### src/rtl/lsu_pkg.sv
// Shared types, funct3 encodings and request-legality helpers for the load/store unit.
package lsu_pkg;

    // FSM state of the load/store controller.
    typedef enum logic [1:0] {
        IDLE = 2'd0,
        RD   = 2'd1,
        WR   = 2'd2,
        RESP = 2'd3
    } lsu_state_e;

    // RV32I load/store width encodings (funct3).
    localparam logic [2:0] F3_B  = 3'b000;
    localparam logic [2:0] F3_H  = 3'b001;
    localparam logic [2:0] F3_W  = 3'b010;
    localparam logic [2:0] F3_BU = 3'b100;
    localparam logic [2:0] F3_HU = 3'b101;

    // Legal encodings: B/H/W for both directions, BU/HU for loads only.
    function automatic logic is_legal(input logic [2:0] funct3, input logic write);
        logic ok;
        case (funct3)
            F3_B, F3_H, F3_W: ok = 1'b1;
            F3_BU, F3_HU:     ok = ~write;
            default:          ok = 1'b0;
        endcase
        return ok;
    endfunction

    // Halfwords need an even offset, words need offset 0; bytes are never misaligned.
    function automatic logic is_misaligned(input logic [2:0] funct3, input logic [1:0] off);
        logic mis;
        case (funct3)
            F3_H, F3_HU: mis = off[0];
            F3_W:        mis = (off != 2'b00);
            default:     mis = 1'b0;
        endcase
        return mis;
    endfunction

endpackage

### src/rtl/lsu_mem_ctrl_if.sv
// Request/response and memory-port bundle of the load/store unit.
//
// Handshake: a request transfers on the rising clk edge where req_valid and
// req_ready are both 1. The requester holds req_valid and all req_* fields
// stable until that edge. resp_valid is a single-cycle pulse with no
// backpressure; resp_err and resp_rdata are meaningful only while it is 1.
// The memory side has no handshake: mem_rdata is combinational from mem_addr
// while mem_read is 1, and the memory writes mem_wdata on the edge ending a
// cycle in which mem_write is 1.
interface lsu_mem_ctrl_if #(
    parameter int ADDR_W = 6
);
    logic              req_valid;
    logic              req_ready;
    logic              req_write;
    logic [2:0]        req_funct3;
    logic [31:0]       req_addr;
    logic [31:0]       req_wdata;
    logic              resp_valid;
    logic              resp_err;
    logic [31:0]       resp_rdata;
    logic              mem_read;
    logic              mem_write;
    logic [ADDR_W-1:0] mem_addr;
    logic [31:0]       mem_wdata;
    logic [31:0]       mem_rdata;

    // The load/store unit itself.
    modport slave (
        input  req_valid, req_write, req_funct3, req_addr, req_wdata, mem_rdata,
        output req_ready, resp_valid, resp_err, resp_rdata,
               mem_read, mem_write, mem_addr, mem_wdata
    );

    // The pipeline plus data memory surrounding it.
    modport master (
        output req_valid, req_write, req_funct3, req_addr, req_wdata, mem_rdata,
        input  req_ready, resp_valid, resp_err, resp_rdata,
               mem_read, mem_write, mem_addr, mem_wdata
    );
endinterface

### src/rtl/lsu_align.sv
// Combinational lane logic: sub-word load extraction/extension and store byte-merge.
module lsu_align
    import lsu_pkg::*;
(
    input  logic [2:0]  funct3_i,
    input  logic [1:0]  off_i,
    input  logic [31:0] word_i,
    input  logic [31:0] wdata_i,
    output logic [31:0] load_o,
    output logic [31:0] store_o
);
    logic [7:0]  byte_v;
    logic [15:0] half_v;

    // Pick the addressed byte/half out of the word and extend it to 32 bits.
    always_comb begin
        byte_v = 8'(word_i >> {off_i, 3'b000});
        half_v = 16'(word_i >> {off_i[1], 4'b0000});
        load_o = word_i;
        case (funct3_i)
            F3_B:    load_o = {{24{byte_v[7]}}, byte_v};
            F3_H:    load_o = {{16{half_v[15]}}, half_v};
            F3_BU:   load_o = {24'h0, byte_v};
            F3_HU:   load_o = {16'h0, half_v};
            default: load_o = word_i;
        endcase
    end

    // Overlay only the addressed lane of the store data onto the captured word.
    always_comb begin
        store_o = word_i;
        case (funct3_i)
            F3_B:    store_o[{off_i, 3'b000} +: 8]      = wdata_i[7:0];
            F3_H:    store_o[{off_i[1], 4'b0000} +: 16] = wdata_i[15:0];
            F3_W:    store_o = wdata_i;
            default: store_o = word_i;
        endcase
    end
endmodule

### src/rtl/lsu_mem_ctrl.sv
// Load/store unit: one request at a time, word-wide memory port, RMW for sub-word stores.
// The bus interface must be instantiated with the same ADDR_W as this module.
module lsu_mem_ctrl
    import lsu_pkg::*;
#(
    parameter int ADDR_W          = 6,
    parameter bit ERR_ON_MISALIGN = 1'b1
) (
    input  logic           clk,
    input  logic           rst,
    lsu_mem_ctrl_if.slave  bus,
    output lsu_state_e     dbg_state_o
);
    lsu_state_e        state_q, state_d;
    logic [2:0]        f3_q;
    logic              wr_q;
    logic [1:0]        off_q;
    logic [ADDR_W-1:0] waddr_q;
    logic [31:0]       wdata_q;
    logic [31:0]       word_q;
    logic              err_q;

    logic              accept;
    logic              req_err;
    logic [1:0]        req_off;
    logic [31:0]       load_data;
    logic [31:0]       store_word;
    logic              unused_addr_hi;

    // Upper byte-address bits are outside the memory; addresses simply wrap.
    assign unused_addr_hi = ^bus.req_addr[31:ADDR_W+2];

    assign accept = (state_q == IDLE) && bus.req_valid;

    // Classify the incoming request and, in non-trapping mode, force alignment.
    always_comb begin
        req_err = ~is_legal(bus.req_funct3, bus.req_write) ||
                  (ERR_ON_MISALIGN && is_misaligned(bus.req_funct3, bus.req_addr[1:0]));
        req_off = bus.req_addr[1:0];
        if (!ERR_ON_MISALIGN) begin
            case (bus.req_funct3)
                F3_H, F3_HU: req_off[0] = 1'b0;
                F3_W:        req_off    = 2'b00;
                default:     req_off    = bus.req_addr[1:0];
            endcase
        end
    end

    // Next-state: loads and sub-word stores read first, SW goes straight to write.
    always_comb begin
        state_d = state_q;
        case (state_q)
            IDLE: begin
                if (bus.req_valid) begin
                    if (req_err)                      state_d = RESP;
                    else if (!bus.req_write)          state_d = RD;
                    else if (bus.req_funct3 == F3_W)  state_d = WR;
                    else                              state_d = RD;
                end
            end
            RD:      state_d = wr_q ? WR : RESP;
            WR:      state_d = RESP;
            RESP:    state_d = IDLE;
            default: state_d = IDLE;
        endcase
    end

    // State, request latches and the word captured at the end of RD.
    always_ff @(posedge clk or posedge rst) begin
        if (rst) begin
            state_q <= IDLE;
            f3_q    <= 3'b000;
            wr_q    <= 1'b0;
            off_q   <= 2'b00;
            waddr_q <= '0;
            wdata_q <= 32'h0;
            word_q  <= 32'h0;
            err_q   <= 1'b0;
        end else begin
            state_q <= state_d;
            if (accept) begin
                f3_q    <= bus.req_funct3;
                wr_q    <= bus.req_write;
                off_q   <= req_off;
                waddr_q <= bus.req_addr[ADDR_W+1:2];
                wdata_q <= bus.req_wdata;
                err_q   <= req_err;
            end
            if (state_q == RD) begin
                word_q <= bus.mem_rdata;
            end
        end
    end

    lsu_align u_align (
        .funct3_i (f3_q),
        .off_i    (off_q),
        .word_i   (word_q),
        .wdata_i  (wdata_q),
        .load_o   (load_data),
        .store_o  (store_word)
    );

    // Port drivers, decoded from registered state only.
    assign bus.req_ready  = (state_q == IDLE);
    assign bus.mem_read   = (state_q == RD);
    assign bus.mem_write  = (state_q == WR);
    assign bus.mem_addr   = waddr_q;
    assign bus.mem_wdata  = (state_q == WR) ? store_word : 32'h0;
    assign bus.resp_valid = (state_q == RESP);
    assign bus.resp_err   = (state_q == RESP) && err_q;
    assign bus.resp_rdata = ((state_q == RESP) && !err_q && !wr_q) ? load_data : 32'h0;
    assign dbg_state_o    = state_q;
endmodule

### src/flat_wrapper.sv
// flat-port wrapper written by rule: the top's interface ports become plain ports
module lsu_mem_ctrl_flat import lsu_pkg::*;
#(
    parameter int ADDR_W          = 6,
    parameter bit ERR_ON_MISALIGN = 1'b1
)
  (clk, rst, dbg_state_o, bus_req_valid, bus_req_write, bus_req_funct3, bus_req_addr, bus_req_wdata, bus_mem_rdata, bus_req_ready, bus_resp_valid, bus_resp_err, bus_resp_rdata, bus_mem_read, bus_mem_write, bus_mem_addr, bus_mem_wdata);
  lsu_mem_ctrl_if #(.ADDR_W(ADDR_W)) bus_i ();
  input  logic clk;
  input  logic rst;
  output lsu_state_e dbg_state_o;
  input wire logic [$bits(bus_i.req_valid)-1:0] bus_req_valid;
  input wire logic [$bits(bus_i.req_write)-1:0] bus_req_write;
  input wire logic [$bits(bus_i.req_funct3)-1:0] bus_req_funct3;
  input wire logic [$bits(bus_i.req_addr)-1:0] bus_req_addr;
  input wire logic [$bits(bus_i.req_wdata)-1:0] bus_req_wdata;
  input wire logic [$bits(bus_i.mem_rdata)-1:0] bus_mem_rdata;
  output wire logic [$bits(bus_i.req_ready)-1:0] bus_req_ready;
  output wire logic [$bits(bus_i.resp_valid)-1:0] bus_resp_valid;
  output wire logic [$bits(bus_i.resp_err)-1:0] bus_resp_err;
  output wire logic [$bits(bus_i.resp_rdata)-1:0] bus_resp_rdata;
  output wire logic [$bits(bus_i.mem_read)-1:0] bus_mem_read;
  output wire logic [$bits(bus_i.mem_write)-1:0] bus_mem_write;
  output wire logic [$bits(bus_i.mem_addr)-1:0] bus_mem_addr;
  output wire logic [$bits(bus_i.mem_wdata)-1:0] bus_mem_wdata;
  assign bus_i.req_valid = bus_req_valid;
  assign bus_i.req_write = bus_req_write;
  assign bus_i.req_funct3 = bus_req_funct3;
  assign bus_i.req_addr = bus_req_addr;
  assign bus_i.req_wdata = bus_req_wdata;
  assign bus_i.mem_rdata = bus_mem_rdata;
  assign bus_req_ready = bus_i.req_ready;
  assign bus_resp_valid = bus_i.resp_valid;
  assign bus_resp_err = bus_i.resp_err;
  assign bus_resp_rdata = bus_i.resp_rdata;
  assign bus_mem_read = bus_i.mem_read;
  assign bus_mem_write = bus_i.mem_write;
  assign bus_mem_addr = bus_i.mem_addr;
  assign bus_mem_wdata = bus_i.mem_wdata;
  lsu_mem_ctrl #(.ADDR_W(ADDR_W), .ERR_ON_MISALIGN(ERR_ON_MISALIGN)) u_core (.clk(clk), .rst(rst), .bus(bus_i), .dbg_state_o(dbg_state_o));
endmodule
### config.mk
export PLATFORM = sky130hd
export DESIGN_NAME = lsu_mem_ctrl_flat
export DESIGN_NICKNAME = d
export VERILOG_FILES = /design/src/rtl/lsu_pkg.sv /design/src/rtl/lsu_mem_ctrl_if.sv /design/src/rtl/lsu_align.sv /design/src/rtl/lsu_mem_ctrl.sv /design/src/flat_wrapper.sv
export SDC_FILE = /design/constraint.sdc
export NUM_CORES = 1
export LEC_CHECK = 0
export ABC_AREA = 1
export CORE_AREA = 2 2 106 108
export CTS_BUF_LIST = sky130_fd_sc_hd__clkbuf_4 sky130_fd_sc_hd__clkbuf_8
export DETAILED_ROUTE_END_ITERATION = 10
export DIE_AREA = 0 0 108 110
export PLACE_DENSITY = 0.88
export SYNTH_ARGS = -nofsm -noshare
export SYNTH_HDL_FRONTEND = slang
export SYNTH_SLANG_ARGS = --single-unit
export TNS_END_PERCENT = 100
### constraint.sdc
create_clock -name clk -period 7.2 [get_ports clk]
set_input_delay 1.44 -clock clk [delete_from_list [all_inputs] [get_ports clk]]
set_output_delay 1.44 -clock clk [all_outputs]
set_load 0.05 [all_outputs]
==> results_dict.tcl, run 1 <==
set metrics [dict create \
    finalHoldViolCount 0 \
    dpl-instance-area_sq_mm 0.00701 \
    num_vias 5900 \
    required_ns 5.76 \
    p_leak_nw 3.41 \
    place.gp.congestion 0.966 \
    std_cell_rows 38 \
    intPower_mw 1.54 \
    p_per_area_mw_per_mm2 501 \
    nets 1073 \
    seq_power_share 0.243 \
    htreeDepth 3 \
    start_util 0.514 \
    root_buffer "clkbuf_8" \
    setup_slack_ns 2.04 \
    fp.dieH_microns 110 \
    antenna_found_initial 0 \
    via_per_inst 5.33 \
    p_switching_mw 2.07 \
    grtUsageTotal 0.303 \
    cts_made_buffers 9 \
    period_needed_ns 5.16 \
    syn_to_final_growth_pct 31.1 \
    drt.antenna.violating_nets 0 \
    postLayoutCoreUtil 0.674 \
    remaining_drc_errors 0 \
    firstDrtPassIters 5 \
    fillers 966 \
    place_ws_ns 2.58 \
    crit_fanout 38 \
    cts_hold_buf 0 \
    cp-end-kind "primary output" \
    post_drt_wl_per_cell_microns 15.9 \
    routed_wirelength_mm 17.5 \
    grt_pass1_vias 5486 \
    ys_types 34 \
    clock_sinks 79 \
    coreArea_sq_mm 0.0107 \
    p_comb_frac 0.662 \
    cp.arrival_ns 3.72 \
    critical_path_class "register to primary output" \
    vdd_drop_max_mv 0.448 \
    cts_buffer_depth 2 \
    max_slew_margin 0.240 \
    overflow 0 \
    syn-cell-area_sq_mm 0.00550 \
    ys_seq_area_frac 0.359 \
    tns_ns 0 \
    seqCellArea_sq_mm 0.00198 \
    skew_ns 0.00976 \
    grt_pass1_wl_mm 27.7 \
    dpl.hpwl_mm 12.7 \
    grt_max_degree 80 \
    diodes 0 \
    syn_nets 949 \
    cts_tree "built" \
    cts_setup_buffers 0 \
    final_area_sq_mm 0.00721 \
    clk_pin_slew_ns 0.09 \
    syn_inst 837 \
    swShare 0.573 \
    port_buffers 155 \
    ys_ff_latch 79 \
    synth_warnings 0 \
    hp-class "register to register" \
    finalSetupViolCount 0 \
    rsz0062_at_grt "no" \
    syn_area_per_cell_sq_um 6.57 \
    pwr-share-clk 0.095 \
    cap_viol_max_count 0 \
    worst_pin_slew_ns 1.14 \
    critPathLaunchType "register" \
    ctsResizeCount 0 \
    final_layout_size_suffix_gt1_frac 0.0518 \
    die_area_sq_mm 0.0119 \
    max_freq_ghz 0.194 \
    die_x_microns 108 \
    ios 180 \
    drtIter0Drc 670 \
    maxSlewViolCount 0 \
    min_period_over_period 0.717 \
    clock_latency_ns 0.37 \
    status "finished clean" \
    multi_input_area_sq_mm 0.00292 \
    whs_ns 0.484 \
]
worst max-delay path, cell delays in order (launching register included):
cell and delay [ns]:
dfrtp_1 0.64, inv_1 0.95, o21ai_0 0.59, a211oi_1 0.34, nor3_1 0.10, clkdlybuf4s50_1 0.71
per-layer routing:
metal  part of all wire  wire length, microns  GRT usage  vias to the layer above
met5                  0                     0          0                        -
met4              0.036                   629      0.132                        0
met3              0.087                  1530     0.0464                       47
met2               0.45                  7970      0.477                      302
met1               0.42                  7420      0.418                     2671
li1                   -                     -          -                     2880
metrics by stage:
stage	std cells	power, mW
after global routing	1106	3.86
final	1106	3.61
after CTS	1106	3.58
after global placement	1090	3.19
after floorplan	837	2.57
after detailed placement	1090	3.23
cell usage after synthesis (all sizes together):
library cell	instances	share of area
mux2	2	0.0041
clkbuf	24	0.016
nor3	6	0.0055
clkinv	1	0.00068
buf	20	0.026
ha	9	0.020
inv	98	0.068
dfrtp	79	0.36
nand2	266	0.19
and2	7	0.0080
a211oi	5	0.0068
nor3b	1	0.0034
nor2	109	0.092
nand4	2	0.0023
o211ai	4	0.0055
nand3	56	0.057
a21oi	41	0.039
o22ai	2	0.0023
o21ai	105	0.096
kinds of logic after synthesis:
| kind of cell | count (synthesis) | share of synthesized area |
|---|---|---|
| DFF | 79 | 0.360 |
| buffers and inverters | 143 | 0.111 |
| AOI/OAI and AO/OA | 157 | 0.149 |
| adders and majority gates | 9 | 0.0205 |
| muxes | 2 | 0.00410 |
| and+or+nand+nor | 447 | 0.356 |
layout by cell type (no fill, tap or decap), types with 9 or more instances in the layout:
| cell type | count |
|---|---|
| a21oi_1 | 40 |
| inv_1 | 93 |
| clkdlybuf4s50_1 | 155 |
| nand3_1 | 51 |
| clkbuf_8 | 9 |
| dfrtp_1 | 79 |
| nor2_1 | 97 |
| o21ai_0 | 98 |
| nor2_4 | 11 |
| nand2_1 | 261 |
power groups by stage:
| stage | sequential [mW] | clock [mW] | combinational [mW] |
|---|---|---|---|
| 2_1_floorplan | 0.848 | 0 | 1.72 |
| 3_3_place_gp | 0.869 | 0 | 2.32 |
| 3_5_place_dp | 0.874 | 0 | 2.36 |
| 4_1_cts | 0.868 | 0.343 | 2.37 |
| 5_1_grt | 0.901 | 0.361 | 2.60 |
| 6_report | 0.878 | 0.341 | 2.39 |
path summary, 6_finish.rpt:
path / startpoint / end / slack [ns] / depth (start not counted)
worst max-delay path: u_core.f3_q[1]$_DFFE_PP0P_ / bus_resp_rdata[2] / 2.04 / 5
worst min-delay path: u_core.bus.mem_addr[2]$_DFFE_PP0P_ / u_core.bus.mem_addr[2]$_DFFE_PP0P_ / 0.48 / 2
worst max register to register: u_core.dbg_state_o[0]$_DFFE_PP0P_ / u_core.dbg_state_o[0]$_DFFE_PP0P_ / 4.21 / 6
worst min register to register: u_core.bus.mem_addr[2]$_DFFE_PP0P_ / u_core.bus.mem_addr[2]$_DFFE_PP0P_ / 0.48 / 2
max in group asynchronous: rst / u_core.word_q[18]$_DFFE_PP0P_ / 4.82 / 3
min in group asynchronous: rst / u_core.bus.mem_addr[1]$_DFFE_PP0P_ / 1.69 / 3
state kept, by name, summed over array words and instances (netlist names):
name	count
u_core.bus.mem_addr	6
u_core.dbg_state_o	2
u_core.err_q	1
u_core.f3_q	3
u_core.off_q	2
u_core.wdata_q	32
u_core.word_q	32
u_core.wr_q	1
final cells by class:
class / instances / share of cell area
inverter: 99 / 0.0522
tap: 140 / 0.0243
multi-input combinational: 615 / 0.404
sequential: 79 / 0.274
clock inverter: 7 / 0.0102
clock buffer: 9 / 0.0172
timing repair buffer: 157 / 0.217
Power figures use the tool's default switching activity.
==> run 2, diff against run 1 <==
CORE_AREA = 2 2 115 117   (was 2 2 106 108)
DIE_AREA = 0 0 117 119   (was 0 0 108 110)
PLACE_DENSITY = 0.79   (was 0.88)
clock period = 4.3 ns   (was 7.2 ns; I/O delays follow)
==> results_dict.tcl, run 2 (same netlist as run 1, synthesis figures left out) <==
set metrics [dict create \
    status "finished clean" \
    max_slew_margin 0.404 \
    diodes 0 \
    clock_latency_ns 0.36 \
    critPathLaunchType "register" \
    cts_hold_buf 0 \
    p_leak_nw 3.57 \
    post_drt_wl_per_cell_microns 15.4 \
    routed_wirelength_mm 17.8 \
    tns_ns 0 \
    path_buf_inv 2 \
    cts_setup_buffers 0 \
    num_vias 5907 \
    cap_viol_max_count 0 \
    fin_cells 1153 \
    final_cell_mix "nand2_1 (261), clkdlybuf4s50_1 (121), o21ai_0 (98)" \
    ios 180 \
    cp.arrival_ns 3.14 \
    start_util 0.427 \
    vdd_drop_max_mv 0.711 \
    cts_tree "built" \
    crit_slowest_cell "clkdlybuf4s50_1" \
    cts_made_buffers 9 \
    nets 1084 \
    multi_input_area_sq_mm 0.00292 \
    coreArea_sq_mm 0.0129 \
    crit_chain "nor2_4, nand2_2, inv_6, nand2_8, nand3_4, nand2_4, nor2_4, clkdlybuf4s50_1" \
    power_mw 6.22 \
    slowest_delay_ns 0.81 \
    p_per_area_mw_per_mm2 839 \
    grt_pass1_vias 5288 \
    required_ns 3.44 \
    hp-class "register to register" \
    die_area_sq_mm 0.0139 \
    skew_ns 0.00562 \
    worst_pin_slew_ns 0.893 \
    drt.antenna.violating_nets 0 \
    whs_ns 0.488 \
    max_freq_ghz 0.250 \
    layout_commonest_cell "nand2_1" \
    port_buffers 155 \
    clock_sinks 79 \
    finalSetupViolCount 0 \
    overflow 0 \
    grt_max_degree 64 \
    via_per_inst 5.12 \
    dpl.hpwl_mm 13.5 \
    fillers 1240 \
    min_period_over_period 0.930 \
    clk_pin_slew_ns 0.08 \
    place.gp.congestion 0.938 \
    remaining_drc_errors 0 \
    syn_to_final_growth_pct 34.9 \
    timing.critical_path.mode_cell "nor2_4" \
    finalHoldViolCount 0 \
    cts_buffer_depth 2 \
    final_layout_size_suffix_gt1_frac 0.0972 \
    antenna_found_initial 0 \
    postLayoutCoreUtil 0.576 \
    critical_path_class "register to primary output" \
    htreeDepth 3 \
    grt_pass1_wl_mm 28.1 \
    firstDrtPassIters 6 \
    grtUsageTotal 0.261 \
    period_needed_ns 4.00 \
    std_cell_rows 42 \
    drtIter0Drc 571 \
    maxSlewViolCount 0 \
    die_x_microns 117 \
    root_buffer "clkbuf_8" \
    seqCellArea_sq_mm 0.00198 \
    cp-end-kind "primary output" \
    fp.dieH_microns 119 \
    dp.cells 1137 \
    rsz0062_at_grt "no" \
    critPathTopFamily "simple AND/OR/NAND/NOR gates" \
    crit_fanout 16 \
    ctsResizeCount 0 \
]
run 2: cell types whose count changed in the layout (fill, tap and decap cells not counted), sizes merged:
| cell | change |
|---|---|
| buf | +45 |
| bufinv | +1 |
| clkinv | -3 |
| clkdlybuf4s50 | -34 |
| clkinvlp | +1 |
| clkbuf | +1 |
run 2: final timing paths:
| path | cells after the start | from | slack (ns) | to |
|---|---|---|---|---|
| max in group asynchronous | 3 | rst | 2.72 | u_core.wdata_q[1]$_DFFE_PP0P_ |
| worst max-delay path | 8 | u_core.f3_q[1]$_DFFE_PP0P_ | 0.30 | bus_resp_rdata[28] |
| min in group asynchronous | 2 | rst | 0.78 | u_core.wdata_q[19]$_DFFE_PP0P_ |
| worst max register to register | 6 | u_core.dbg_state_o[1]$_DFFE_PP0P_ | 2.10 | u_core.dbg_state_o[0]$_DFFE_PP0P_ |
| worst min-delay path | 2 | u_core.wdata_q[21]$_DFFE_PP0P_ | 0.49 | u_core.wdata_q[21]$_DFFE_PP0P_ |
| worst min register to register | 2 | u_core.wdata_q[21]$_DFFE_PP0P_ | 0.49 | u_core.wdata_q[21]$_DFFE_PP0P_ |
run 2: worst min-delay path, delay by kind of cell (launching register included):
kind	cells	cell delay (ns)
flops	1	0.35
simple gates	2	0.11
run 2: layer usage:
| metal | up-vias | GRT usage | part of all wire | wire [microns] |
|---|---|---|---|---|
| met5 | - | 0 | 0 | 0 |
| met4 | 0 | 0.0603 | 0.018 | 325 |
| met3 | 25 | 0.0453 | 0.081 | 1440 |
| met2 | 285 | 0.405 | 0.46 | 8270 |
| met1 | 2700 | 0.380 | 0.44 | 7770 |
| li1 | 2897 | - | - | - |
run 2: metrics by stage:
stage	area [sq um]	worst slack [ns]
after detailed placement	7200	0.725
after global placement	7200	0.744
final	7420	0.303
after floorplan	5500	0.570
after CTS	7420	0.325
after global routing	7420	0.137
run 2: final cells by class:
| type | instances | share of cell area |
|---|---|---|
| Clock inverter | 6 | 0.0115 |
| Tap cell | 176 | 0.0297 |
| Sequential cell | 79 | 0.266 |
| Multi-Input combinational cell | 615 | 0.393 |
| Clock buffer | 10 | 0.0177 |
| Inverter | 99 | 0.0508 |
| Timing Repair Buffer | 168 | 0.231 |
run 2: power breakdown:
part,internal [mW],total (mW),switching (mW),leakage (nW)
registers,1.11,1.43,0.328,0.974
clock network,0.331,0.620,0.288,0.106
logic,1.31,4.17,2.86,2.49
total,2.75,6.22,3.48,3.57
==> run 3, diff against run 2 <==
CAP_MARGIN = 30   (was unset)
==> results of run 3 <==
No change in the layout: final DEF, timing and power equal those of run 2.
